**src/rtl/cordic_polar_rot.sv**
```systemverilog
// ============================================================================
// cordic_polar_rot
// ----------------------------------------------------------------------------
// Iterative rotation-mode CORDIC. It takes one polar sample (magnitude, phase)
// and converts it to cartesian (x, y), one micro-rotation per clock. Only one
// sample is in flight at a time. The result is held under backpressure.
//
// Stream format (shared with the vectoring CORDIC, so the two can be chained
// back-to-back for loopback):
//   s_axis_polar_tdata : [DATA_W-1:0]        magnitude, unsigned
//                        [2*DATA_W-1:DATA_W] phase, signed, 1 LSB = pi/2^(DATA_W-1)
//   m_axis_dout_tdata  : [DATA_W-1:0]        x, signed
//                        [2*DATA_W-1:DATA_W] y, signed
//
// Ports:
//   aclk                 clock, rising edge
//   aresetn              asynchronous active-low reset, synchronous release
//   s_axis_polar_tvalid  input sample valid
//   s_axis_polar_tready  block can accept a sample (IDLE only)
//   s_axis_polar_tdata   {phase, magnitude}
//   m_axis_dout_tvalid   result valid
//   m_axis_dout_tready   downstream accepts the result
//   m_axis_dout_tdata    {y, x}
//
// Build option:
//   CORDIC_POLAR_ROT_ROUND_EN  when defined, the guard bits are rounded half up
//                              before saturation; otherwise they are truncated
//                              toward -inf. Timing is identical in both builds.
// ============================================================================
module cordic_polar_rot #(
    parameter int DATA_W     = 8,
    parameter int GUARD      = 4,
    parameter int ITERATIONS = 10
) (
    input  logic                  aclk,
    input  logic                  aresetn,
    input  logic                  s_axis_polar_tvalid,
    output logic                  s_axis_polar_tready,
    input  logic [2*DATA_W-1:0]   s_axis_polar_tdata,
    output logic                  m_axis_dout_tvalid,
    input  logic                  m_axis_dout_tready,
    output logic [2*DATA_W-1:0]   m_axis_dout_tdata
);

    localparam int XW = DATA_W + GUARD + 2;
    localparam int XE = XW + 1;
    localparam int PW = DATA_W + 16;
    localparam int CW = 4;

    localparam logic [CW-1:0]        LAST_ITER = CW'(ITERATIONS - 1);
    localparam logic [PW-1:0]        K_GAIN    = PW'(39797);
    localparam logic signed [XE-1:0] SAT_MAX   = XE'((2 ** (DATA_W - 1)) - 1);
    localparam logic signed [XE-1:0] SAT_MIN   = XE'(-(2 ** (DATA_W - 1)));

`ifdef CORDIC_POLAR_ROT_ROUND_EN
    localparam logic signed [XE-1:0] ROUND_BIAS = XE'(2 ** (GUARD - 1));
`else
    localparam logic signed [XE-1:0] ROUND_BIAS = '0;
`endif

    typedef enum logic [1:0] {
        IDLE   = 2'd0,
        ROTATE = 2'd1,
        DONE   = 2'd2
    } state_t;

    // Arctangent table, atan(2^-i) as a 16-bit binary angle (65536 = 360 deg).
    function automatic logic signed [15:0] atanLut(input logic [CW-1:0] idx);
        logic signed [15:0] a;
        a = '0;
        case (idx)
            4'd0:    a = 16'sd8192;
            4'd1:    a = 16'sd4836;
            4'd2:    a = 16'sd2555;
            4'd3:    a = 16'sd1297;
            4'd4:    a = 16'sd651;
            4'd5:    a = 16'sd326;
            4'd6:    a = 16'sd163;
            4'd7:    a = 16'sd81;
            4'd8:    a = 16'sd41;
            4'd9:    a = 16'sd20;
            4'd10:   a = 16'sd10;
            4'd11:   a = 16'sd5;
            default: a = 16'sd0;
        endcase
        return a;
    endfunction

    // Drop the guard bits (optionally rounding first) and clamp to the
    // signed output range. One extra bit keeps the rounding add from wrapping.
    function automatic logic [DATA_W-1:0] satField(input logic signed [XW-1:0] v);
        logic signed [XE-1:0] biased;
        logic signed [XE-1:0] shifted;
        logic [DATA_W-1:0]    res;
        biased  = {v[XW-1], v} + ROUND_BIAS;
        shifted = biased >>> GUARD;
        if (shifted > SAT_MAX) begin
            res = SAT_MAX[DATA_W-1:0];
        end else if (shifted < SAT_MIN) begin
            res = SAT_MIN[DATA_W-1:0];
        end else begin
            res = DATA_W'(shifted);
        end
        return res;
    endfunction

    state_t                 r_state;
    logic                   r_sReady;
    logic                   r_mValid;
    logic [2*DATA_W-1:0]    r_mData;
    logic [CW-1:0]          r_iter;
    logic signed [XW-1:0]   r_x;
    logic signed [XW-1:0]   r_y;
    logic signed [15:0]     r_z;

    logic [DATA_W-1:0]      w_mag;
    logic [DATA_W-1:0]      w_phase;
    logic [PW-1:0]          w_prod;
    logic signed [XW-1:0]   w_xMag;
    logic signed [XW-1:0]   w_x0;
    logic                   w_fold;
    logic [15:0]            w_zRaw;
    logic [15:0]            w_z0;
    logic signed [XW-1:0]   w_xShift;
    logic signed [XW-1:0]   w_yShift;
    logic signed [XW-1:0]   w_xNext;
    logic signed [XW-1:0]   w_yNext;
    logic signed [15:0]     w_atan;
    logic signed [15:0]     w_zNext;

    // Load path: the magnitude is pre-scaled by the CORDIC gain K (Q0.16) and
    // lands in the x register with GUARD fractional bits.
    assign w_mag   = s_axis_polar_tdata[DATA_W-1:0];
    assign w_phase = s_axis_polar_tdata[2*DATA_W-1:DATA_W];
    assign w_prod  = PW'(w_mag) * K_GAIN;
    assign w_xMag  = XW'(w_prod >> (16 - GUARD));

    // Angles at or beyond +/-90 deg are outside CORDIC convergence, so they
    // are folded by 180 deg: negate x and add half a turn to the angle.
    assign w_fold  = w_phase[DATA_W-1] ^ w_phase[DATA_W-2];
    assign w_zRaw  = 16'(w_phase) << (16 - DATA_W);
    assign w_x0    = w_fold ? -w_xMag : w_xMag;
    assign w_z0    = w_fold ? (w_zRaw + 16'h8000) : w_zRaw;

    // One micro-rotation; the sign of the residual angle picks the direction.
    assign w_xShift = r_x >>> r_iter;
    assign w_yShift = r_y >>> r_iter;
    assign w_atan   = atanLut(r_iter);
    assign w_xNext  = r_z[15] ? (r_x + w_yShift) : (r_x - w_yShift);
    assign w_yNext  = r_z[15] ? (r_y - w_xShift) : (r_y + w_xShift);
    assign w_zNext  = r_z[15] ? (r_z + w_atan)   : (r_z - w_atan);

    assign s_axis_polar_tready = r_sReady;
    assign m_axis_dout_tvalid  = r_mValid;
    assign m_axis_dout_tdata   = r_mData;

    // Control and datapath state machine. tready comes out of a register so it
    // stays low during reset and rises on the first edge after release. The
    // last micro-rotation writes the saturated result directly, so tvalid
    // rises on the same edge that enters DONE.
    always_ff @(posedge aclk or negedge aresetn) begin
        if (!aresetn) begin
            r_state  <= IDLE;
            r_sReady <= 1'b0;
            r_mValid <= 1'b0;
            r_mData  <= '0;
            r_iter   <= '0;
            r_x      <= '0;
            r_y      <= '0;
            r_z      <= '0;
        end else begin
            case (r_state)
                IDLE: begin
                    r_sReady <= 1'b1;
                    if (s_axis_polar_tvalid && r_sReady) begin
                        r_x      <= w_x0;
                        r_y      <= '0;
                        r_z      <= w_z0;
                        r_iter   <= '0;
                        r_sReady <= 1'b0;
                        r_state  <= ROTATE;
                    end
                end
                ROTATE: begin
                    r_x <= w_xNext;
                    r_y <= w_yNext;
                    r_z <= w_zNext;
                    if (r_iter == LAST_ITER) begin
                        r_iter   <= '0;
                        r_mValid <= 1'b1;
                        r_mData  <= {satField(w_yNext), satField(w_xNext)};
                        r_state  <= DONE;
                    end else begin
                        r_iter <= r_iter + 4'd1;
                    end
                end
                DONE: begin
                    if (m_axis_dout_tready) begin
                        r_mValid <= 1'b0;
                        r_sReady <= 1'b1;
                        r_state  <= IDLE;
                    end
                end
                default: begin
                    r_state  <= IDLE;
                    r_sReady <= 1'b0;
                    r_mValid <= 1'b0;
                end
            endcase
        end
    end

endmodule
```
**config.mk**
```make
export PLATFORM = sky130hd
export DESIGN_NAME = cordic_polar_rot
export DESIGN_NICKNAME = d
export VERILOG_FILES = /design/src/rtl/cordic_polar_rot.sv
export SDC_FILE = /design/constraint.sdc
export NUM_CORES = 1
export LEC_CHECK = 0
export ABC_AREA = 0
export CAP_MARGIN = 5
export CELL_PAD_IN_SITES_DETAIL_PLACEMENT = 2
export CELL_PAD_IN_SITES_GLOBAL_PLACEMENT = 2
export CORE_MARGIN = 4
export CORE_UTILIZATION = 42
export DETAILED_ROUTE_END_ITERATION = 12
export HOLD_SLACK_MARGIN = 0.06
export PLACE_DENSITY_LB_ADDON = 0.3
export SYNTH_ARGS = -nofsm -noshare
export SYNTH_HDL_FRONTEND = slang
export SYNTH_SLANG_ARGS = --single-unit
export TNS_END_PERCENT = 20
```
**constraint.sdc**
```tcl
create_clock -name aclk -period 8.8 [get_ports aclk]
set_input_delay 1.76 -clock aclk [delete_from_list [all_inputs] [get_ports aclk]]
set_output_delay 1.76 -clock aclk [all_outputs]
set_load 0.01 [all_outputs]
```
Word-level counts from Yosys, hierarchy flattened
Memories as Yosys holds them, arrays and structs flattened.
Cells that the tools add are included.
W data, S select, Z words.
- register bits after elaboration: 68
- bits in read-only memories: 224
- output and inout port bits: 18
- memories kept: 1
- memory list (memory ; words ; width ; rd ports ; clocked after memory_dff ; write ports ; RTL line ; text):
    (no name shown) ; 16 ; 14 ; 1 ; 0 ; 0 ; 71 ; case (idx)
- add/sub/neg operators: 9
- $mul: 1
- $lt $le $gt $ge: 4
- eq/ne operators: 6
- shift-type cells: 2
- muxes and demuxes: 28
- bitwise logic cells: 3
- reduce and logical (&&, ||, !) cells: 8
- operator list (cell ; count):
    $mux W14 ; 5
    $pmux W14 S2 ; 2
    $mux W16 ; 3
    $mux W8 ; 4
    $pmux W16 S2 ; 1
    $add A14 B14 Y14 ; 2
    $sshr A14 B4 Y14 ; 2
    $sub A14 B14 Y14 ; 2
    $mul A8 B16 Y24 const B ; 1
    $gt A10 B8 Y1 const B ; 2
    $lt A10 B8 Y1 const B ; 2
    $add A16 B16 Y16 ; 1
    $add A16 B16 Y16 const B ; 1
    $sub A16 B16 Y16 ; 1
    $neg A12 Y14 ; 1
    $mux W4 ; 2
    $pmux W4 S2 ; 1
    $mux W2 ; 3
    $ne A2 B2 Y1 const B ; 3
    $pmux W1 S3 ; 2
    $pmux W2 S3 ; 1
    $reduce_and A2 Y1 ; 3
    $reduce_and A3 Y1 ; 2
    $add A4 B1 Y4 const B ; 1
    other kinds (9) ; 13

Logic depth before layout (Yosys ltp)
Gate-level depths: netlist (run 1).
- word-level depth: 6
- depth in mapped cells: 23

Least setup slack after synthesis (run 1)
Ideal clock, no wire load.
- path kind: input -> register
- start: input port s_axis_polar_tdata[2]
- end: register r_x[11]
- library setup time: 0.120 ns
- arrival: 6.502 ns
- setup slack: 2.178 ns
- stages: 18
- buffers on the path: 0
- cell sequence: inv_1 > fa_1 > inv_1 > fa_1 > inv_1 > fa_1 > fa_1 > inv_1 > ha_1 > nor3_1 > o21ai_1 > o21a_1 > or4_1 > and3_1 > nor4_2 > nand3_1 > or4_1 > and3b_1
- cells in the longest elaborated chain, start to end: 5
- RTL lines (what ; RTL line ; text):
    from (decl) ; 39 ; input logic [2*DATA_W-1:0] s_axis_polar_tdata,
    $mul A8 B16 Y24 * ; 135 ; assign w_prod = PW'(w_mag) * K_GAIN;
    $neg A12 Y14 ; 142 ; assign w_x0 = w_fold ? -w_xMag : w_xMag;
    $mux W14 * ; 142 ;
    $mux W14 * ; 175 ; if (s_axis_polar_tvalid && r_sReady) begin
    $pmux W14 S2 * ; 172 ; case (r_state)
    to (signal assigned) ; 176 ; r_x <= w_x0;
    to (signal assigned) ; 185 ; r_x <= w_xNext;
    to (decl) ; 112 ; logic signed [XW-1:0] r_x;
Every way passes the cells marked *; elsewhere a longest branch is shown, timed or not. The select of a mux whose other input is x is not followed.
A chain may end at the register's enable or synchronous reset.

Final worst setup path (run 1)
- start: input port s_axis_polar_tdata[6]
- end: register r_x[11]
The elaborated chain is that of the path after synthesis.

==> key figures, run 1 <==
Clocking
  – Clock root buffer: clkbuf_16
  – Post-CTS Repair Setup Buffers: 0
  – Post-cts sizing count: 0
  – CTS tree: yes
  – Clock Pin Slew Worst Setup and Hold Paths: ~0.060 ns
  – CTS H-tree lvls: 3
  – TritonCTS Buffers: 9
  – CTS Sinks: just under 70
  – Worst-case clock buffer depth: 2
  – Hold buffers post-CTS: 0
  – Worst skew pair latency: around 0.36 ns

Synthesis
  – Synthesized net count: about 1400
  – Unique masters post-synth: 83
  – Seq/Total Area, Yosys: 0.173
  – Mean post-synth cell area: about 8.2 µm²
  – Cells after synthesis: 1196
  – Yosys reg bits: slightly below 70
  – Ys flop type: dfrtp_1
  – Synthesized area: 9820 µm²
  – EDFF count, synth: 0
  – Asr flop ratio synth: 1.00
  – Warnings, synthesis: 0

Cells and area
  – Nets: 1358
  – Most common cell after layout, fill and taps aside: inv_1
  – Number of diodes: 0
  – Proportion of layout cells with a drive suffix above 1: 0.0632
  – Fin area: between 10000 and 15000 µm²
  – Area grow syn2layout: 8.09%
  – Most frequent cells in the layout: inv_1 (111), nand2_1 (108), ha_1 (100)

Floorplanning
  – # IOs: 38
  – Die Area: 25900 µm²
  – Die width: between 150 and 200 µm
  – Core area: 22800 µm²
  – Initial core utilization: 0.430
  – Rows: 55
  – Die height: between 150 and 200 µm

Routing
  – Via count: between 9000 and 10000
  – Routed Antenna Nets: 0
  – DR vias/cell: between 6 and 7
  – Remaining DRCs: 0
  – Drt initial violations: between 500 and 600
  – Total Wirelength: 34.4 mm
  – Routed wire per std cell: approximately 23 µm
  – Router iterations before antenna repair: 5

Setup path
  – Crit Path Max Fanout: 7
  – Crit-path max cell delay: between 0.7 and 0.8 ns
  – Worst path buffer plus inverter count: 5
  – Setup CP Type: primary input to flop
  – Crit-path cells: clkdlybuf4s50_1, inv_1, ha_1, inv_1, fa_1, fa_1, inv_1, fa_1, inv_1, ha_1, nand4_1, a21oi_1, o21a_1, nor4_1, nor3_1, nor4_2, nand3_1, or4_1, and3b_1
  – R2R Setup Slk: 2.76 ns
  – CP Launch Type: primary input
  – Crit path DAT: 7.79 ns
  – Critical path data required time: between 9 and 10 ns
  – Most used cell, CP: inv_1
  – Crit. End Element: flop
  – CP delay by family, top: adder cells
  – Crit path max-delay cell type: clkdlybuf4s50_1

Place
  – Port Buffers: 37
  – GP Congestion: 0.895
  – DP HPWL: roughly 26 mm
  – Cell Area, Placed: around 10000 µm²

Global routing
  – Global Route Usage Sum: 0.269
  – Remaining Overflow, GRT: 0
  – Largest net degree at the start of global routing: 71
  – Initial antenna violation count: 0
  – Vias in the first global route: a little over 10000
  – First-pass GRT wire length: approximately 57 mm

STA
  – Final TNS setup: 0 ns
  – RSZ-0062 raised after global routing: false
  – Shortest period the worst path allows: approximately 7.6 ns
  – Setup violations, final: 0
  – Final max-slew violation count: 0
  – Skew final: between 0.02 and 0.025 ns
  – Fmax: between 0.1 and 0.15 GHz
  – Slew margin rel.: 0.279
  – Final Hold Viols: 0
  – Final Cycle Share: 0.858
  – Slew @ Worst Pin: 1.08 ns

Min path
  – Worst min-delay path class: flop to flop

Outcome
  – Outcome: finished clean

Flow run
  – Max-cap violations: 0
==> per-layer routing <==
layer  routed length, µm  vias to the layer above  track usage
met3                 735                       38       0.0223
met5                   0                        -            0
met1               15200                     4757        0.345
met4                 660                        0       0.0640
met2               17800                      144        0.489
li1                    -                     4285            -
==> state kept, by name, indices dropped and copies added, names as in the netlist <==
name and cells:
m_axis_dout_tdata 16, r_z 16, r_x 14, r_y 14, r_iter 4, r_state 2
m_axis_dout_tvalid 1, s_axis_polar_tready 1
==> cells in the mapped netlist, types with 11 or more instances <==
master      n  area (µm²)
a211oi_1   14         105
a21o_1     17         128
a21oi_1    83         415
a31oi_1    27         169
and3_1     11        68.8
clkbuf_1   31         116
dfrtp_1    68        1700
fa_1       40         801
ha_1      100        1250
inv_1     111         417
mux2i_1    11         110
mux4_2     14         315
nand2_1   108         405
nand2b_1   15        93.8
nand3_1    36         180
nor2_1     96         360
nor2b_1    12        75.1
nor3_1     30         150
o21a_1     12        90.1
o21ai_0    86         430
o21bai_1   13        97.6
xnor2_1    39         342
xor2_1     37         324
==> final cells by class <==
cell class | instances | area (µm²)
tap | 313 | 392
multi-input combinational | 962 | 7400
sequential | 68 | 1700
clock inverter | 7 | 51.3
timing repair buffer | 45 | 428
fill | 2608 | 12200
clock buffer | 9 | 225
inverter | 112 | 420
==> per-stage QoR <==
| step | hold WS (ns) | worst slack [ns] | utilization | cells |
|---|---|---|---|---|
| after global placement | 0.468 | 1.26 | 0.453 | 1500 |
| after floorplan | 0.473 | 2.18 | - | 1196 |
| final | 0.502 | 1.25 | 0.465 | 1516 |
| after detailed placement | 0.494 | 0.892 | 0.453 | 1500 |
| after CTS | 0.509 | 1.26 | 0.465 | 1516 |
| after global routing | 0.566 | 0.807 | 0.465 | 1516 |
==> path summary, 6_finish.rpt <==
kind,startpoint,depth (start not counted),endpoint
hold reg to reg,m_axis_dout_tdata[7]$_DFFE_PN0P_,2,m_axis_dout_tdata[7]$_DFFE_PN0P_
max in group asynchronous,aresetn,1,r_iter[0]$_DFFE_PN0P_
setup reg to reg,r_iter[2]$_DFFE_PN0P_,17,m_axis_dout_tdata[4]$_DFFE_PN0P_
setup / recovery,s_axis_polar_tdata[6],19,r_x[11]$_DFFE_PN0P_
min in group asynchronous,aresetn,1,r_z[11]$_DFFE_PN0P_
hold / removal,m_axis_dout_tdata[7]$_DFFE_PN0P_,2,m_axis_dout_tdata[7]$_DFFE_PN0P_
==> worst reg2reg max path, stage by stage (launching register included) <==
cell and delay, ns:
dfrtp_1 0.61, buf_4 0.36, nor2_1 0.84, a22oi_1 0.20, o21ai_1 0.26, inv_1 0.11
ha_1 0.30, mux2_2 0.30, ha_1 0.31, a211oi_1 0.41, o211a_1 0.25, o311ai_0 0.22
o41ai_1 0.54, o21ai_0 0.30, a21boi_0 0.20, mux2i_2 0.42, nand2_1 0.14, a21oi_1 0.19
==> cells by family after synthesis <==
family | after synthesis | share of synthesized area
and+or+nand+nor | 363 | 0.176
DFF | 68 | 0.173
muxes | 40 | 0.0699
xor gates and xnor gates | 78 | 0.0711
adders and majority gates | 140 | 0.209
buffers and inverters | 166 | 0.0749
AOI/OAI and AO/OA | 341 | 0.226
Power of run 1 is not shown: default switching activity piles up to over one toggle a cycle in this logic, so the estimate is an artifact.
==> inputs of run 2 (changes only) <==
--- a/config.mk
+++ b/config.mk
@@ -6,7 +6,6 @@
 export NUM_CORES = 1
 export LEC_CHECK = 0
 export ABC_AREA = 0
-export CAP_MARGIN = 5
 export CELL_PAD_IN_SITES_DETAIL_PLACEMENT = 2
 export CELL_PAD_IN_SITES_GLOBAL_PLACEMENT = 2
 export CORE_MARGIN = 4
==> results of run 2 <==
Same layout as run 1: the final DEF is identical, and so are final timing and power.
Power of run 2 is left out for the same reason.
==> inputs of run 3 (changes only) <==
--- a/config.mk
+++ b/config.mk
@@ -5,11 +5,12 @@
 export SDC_FILE = /design/constraint.sdc
 export NUM_CORES = 1
 export LEC_CHECK = 0
-export ABC_AREA = 0
+export ABC_AREA = 1
+export ABC_CLOCK_PERIOD_IN_PS = 8800
 export CELL_PAD_IN_SITES_DETAIL_PLACEMENT = 2
 export CELL_PAD_IN_SITES_GLOBAL_PLACEMENT = 2
 export CORE_MARGIN = 4
-export CORE_UTILIZATION = 42
+export CORE_UTILIZATION = 38
 export DETAILED_ROUTE_END_ITERATION = 12
 export HOLD_SLACK_MARGIN = 0.06
 export PLACE_DENSITY_LB_ADDON = 0.3
==> run 3 against run 2 <==
  * Wire length increased by 4.7%
  * Non-clock buffer count decreased by 2
  * Critical path depth increased by 4
==> key figures, run 3 <==
Floorplanning
  – Die height: 169 µm (+4.9%)
  – Core area: 25300 µm² (+11%)
  – Die width: 169 µm (+4.9%)
  – Rows: 58 (+5.5%)
  – Die Area: 28500 µm² (+10%)
  – Initial core utilization: 0.388 (-0.0417)
  – # IOs: 38 (unchanged)

Routing
  – Routed wire per std cell: 19.6 µm (-14%)
  – Router iterations before antenna repair: 6 (+1)
  – DR vias/cell: 5.54 (-8.9%)
  – Total Wirelength: 36.0 mm (+4.7%)
  – Routed Antenna Nets: 0 (unchanged)
  – Drt initial violations: 417 (-18%)
  – Remaining DRCs: 0 (unchanged)
  – Via count: 10178 (+10%)

Global routing
  – Initial antenna violation count: 0 (unchanged)
  – Remaining Overflow, GRT: 0 (unchanged)
  – Vias in the first global route: 11473 (+12%)
  – Global Route Usage Sum: 0.256 (-0.0122)
  – First-pass GRT wire length: 59.5 mm (+4.4%)
  – Largest net degree at the start of global routing: 69 (-2.8%)

Place
  – DP HPWL: 28.7 mm (+8.4%)
  – GP Congestion: 0.874 (-2.3%)
  – Port Buffers: 37 (unchanged)
  – Worst slack at placement: 1.58 ns (+0.688 ns)

Synthesis
  – Mean post-synth cell area: 6.60 µm² (-20%)
  – Most numerous cell in the Yosys netlist: nand2_1
  – Cells after synthesis: 1491 (+25%)
  – Synth area leader: dfrtp_1
  – EDFF count, synth: 0 (unchanged)
  – Unique masters post-synth: 48 (-42%)
  – Asr flop ratio synth: 1.00 (unchanged)
  – Ys flop type: dfrtp_1
  – Warnings, synthesis: 0 (unchanged)
  – Post-synth top cells: nand2_1 (405), inv_1 (218), nand3_1 (149), nor2_1 (109), ha_1 (100)
  – Yosys top cell area share: 0.173 (-0.000176)
  – Synthesized net count: 1651 (+22%)
  – Synthesized area: 9830 µm² (+0.10%)
  – Seq/Total Area, Yosys: 0.173 (-0.000176)
  – Yosys reg bits: 68 (unchanged)
  – Top cells by area, synth: dfrtp_1 (17%), nand2_1 (15%), ha_1 (13%)

Cells and area
  – Proportion of layout cells with a drive suffix above 1: 0.0491 (-0.0141)
  – Nets: 1662 (+22%)
  – Number of diodes: 0 (unchanged)
  – Most frequent cells in the layout: nand2_1 (405), inv_1 (218), nand3_1 (149)
  – Most common cell after layout, fill and taps aside: nand2_1
  – Area grow syn2layout: 8.86%
  – Fillers: 3105 (+19%)

Setup path
  – Crit path max-delay cell type: clkdlybuf4s50_1
  – CP Launch Type: primary input
  – Crit-path max cell delay: 0.61 ns (-0.13 ns)
  – Crit-path cells: clkdlybuf4s50_1, inv_1, fa_1, inv_1, fa_1, inv_1, fa_1, fa_1, inv_1, ha_1, a21oi_1, o21ai_0, nand2_1, nand4_1, nand2_1, ha_1, nand3_1, nor2_1, nand2_1, nor2_1, inv_1, o21ai_0, a31oi_1
  – Crit. End Element: flop
  – Most used cell, CP: inv_1
  – CP delay by family, top: adder cells
  – Critical path data required time: 9.00 ns (-0.03 ns)
  – Crit path DAT: 7.07 ns (-0.72 ns)
  – Crit Path Max Fanout: 6 (-1)
  – Worst path buffer plus inverter count: 6 (+1)
  – Setup CP Type: primary input to flop

STA
  – Slew margin rel.: 0.279 (about the same)
  – Final max-slew violation count: 0 (unchanged)
  – Fmax: 0.146 GHz (+9.9%)
  – Skew final: 0.0172 ns (-0.00400 ns)
  – Final Hold Viols: 0 (unchanged)
  – Final Cycle Share: 0.781 (-0.0776)
  – Post-route worst setup slack: 1.93 ns (+0.683 ns)
  – Shortest period the worst path allows: 6.87 ns (-0.683 ns)
  – Slew @ Worst Pin: 1.08 ns (+0.00252 ns)
  – RSZ-0062 raised after global routing: false
  – Final TNS setup: 0 ns (unchanged)
  – Hold_ws: 0.486 ns (-0.0163 ns)
  – Setup violations, final: 0 (unchanged)

Clocking
  – Post-CTS Repair Setup Buffers: 0 (unchanged)
  – Hold buffers post-CTS: 0 (unchanged)
  – Clock root buffer: clkbuf_16
  – Worst-case clock buffer depth: 2 (unchanged)
  – TritonCTS Buffers: 9 (unchanged)
  – CTS tree: yes
  – Worst skew pair latency: 0.35 ns (about the same)
  – CTS H-tree lvls: 3 (unchanged)
  – CTS Sinks: 68 (unchanged)
  – Post-cts sizing count: 0 (unchanged)
  – Clock Pin Slew Worst Setup and Hold Paths: 0.07 ns (about the same)

Min path
  – Worst min-delay path class: flop to flop

Outcome
  – Outcome: finished clean

Flow run
  – Max-cap violations: 0 (unchanged)
## run 3: cell count changes in the layout (fill, tap and decap cells not counted), sizes merged, moves of 15 or more
cell | before | now
a31oi | 27 | 12
inv | 113 | 222
mux4 | 20 | 0
nand2 | 108 | 421
nand2b | 16 | 0
nand3 | 36 | 162
nor2 | 96 | 113
nor3 | 30 | 11
xnor2 | 41 | 15
## run 3: worst min-delay path, delay by kind of cell, from the launching register on
family / cells / cell delay, ns
AND/OR/NAND/NOR: 2 / 0.11
flip-flops: 1 / 0.34
## run 3: metal layers
layer	global-route usage	routed length, µm	share of wire	vias to the layer above
li1	-	-	-	4852
met1	0.309	15600	0.43	5118
met2	0.470	18400	0.51	130
met3	0.0278	775	0.022	78
met4	0.0914	1260	0.035	0
met5	0	0	0	-
## run 3: path summary, 6_finish.rpt
check	start	to	slack [ns]	cells after the start
max	s_axis_polar_tdata[2]	r_x[12]$_DFFE_PN0P_	1.93	23
min	m_axis_dout_tdata[1]$_DFFE_PN0P_	m_axis_dout_tdata[1]$_DFFE_PN0P_	0.49	2
max reg2reg	r_iter[3]$_DFFE_PN0P_	m_axis_dout_tdata[6]$_DFFE_PN0P_	3.23	28
min reg2reg	m_axis_dout_tdata[1]$_DFFE_PN0P_	m_axis_dout_tdata[1]$_DFFE_PN0P_	0.49	2
max in group asynchronous	aresetn	r_x[0]$_DFFE_PN0P_	6.58	1
min in group asynchronous	aresetn	m_axis_dout_tdata[11]$_DFFE_PN0P_	1.57	1
## run 3: through the flow
stage	cells	util	cell area, µm²
after floorplan	1491	-	9830
after global placement	1821	0.411	10400
after detailed placement	1821	0.411	10400
after CTS	1837	0.423	10700
after global routing	1837	0.423	10700
final	1837	0.423	10700
## run 3: cell families (layout without fill, tap and decap cells)
family                   Yosys count  count (layout)  synth area share
XOR/XNOR                          59              59            0.0526
AND/OR/NAND/NOR                  734             734             0.323
flip-flops                        68              68             0.173
adder cells (fa/ha/maj)          140             140             0.209
AO/OA/AOI/OAI                    225             225             0.131
buffers and inverters            265             281             0.111
## run 3: layout make-up
type                    count  area (µm²)  area share
multi-input cells        1158        7040       0.658
flip-flops and latches     68        1700       0.159
inverters                 222         833      0.0778
repair buffers             43         413      0.0386
well taps                 330         413      0.0386
clock buffers               9         225      0.0210
clock inverters             7        75.1     0.00701
Power of run 3 is left out for the same reason.
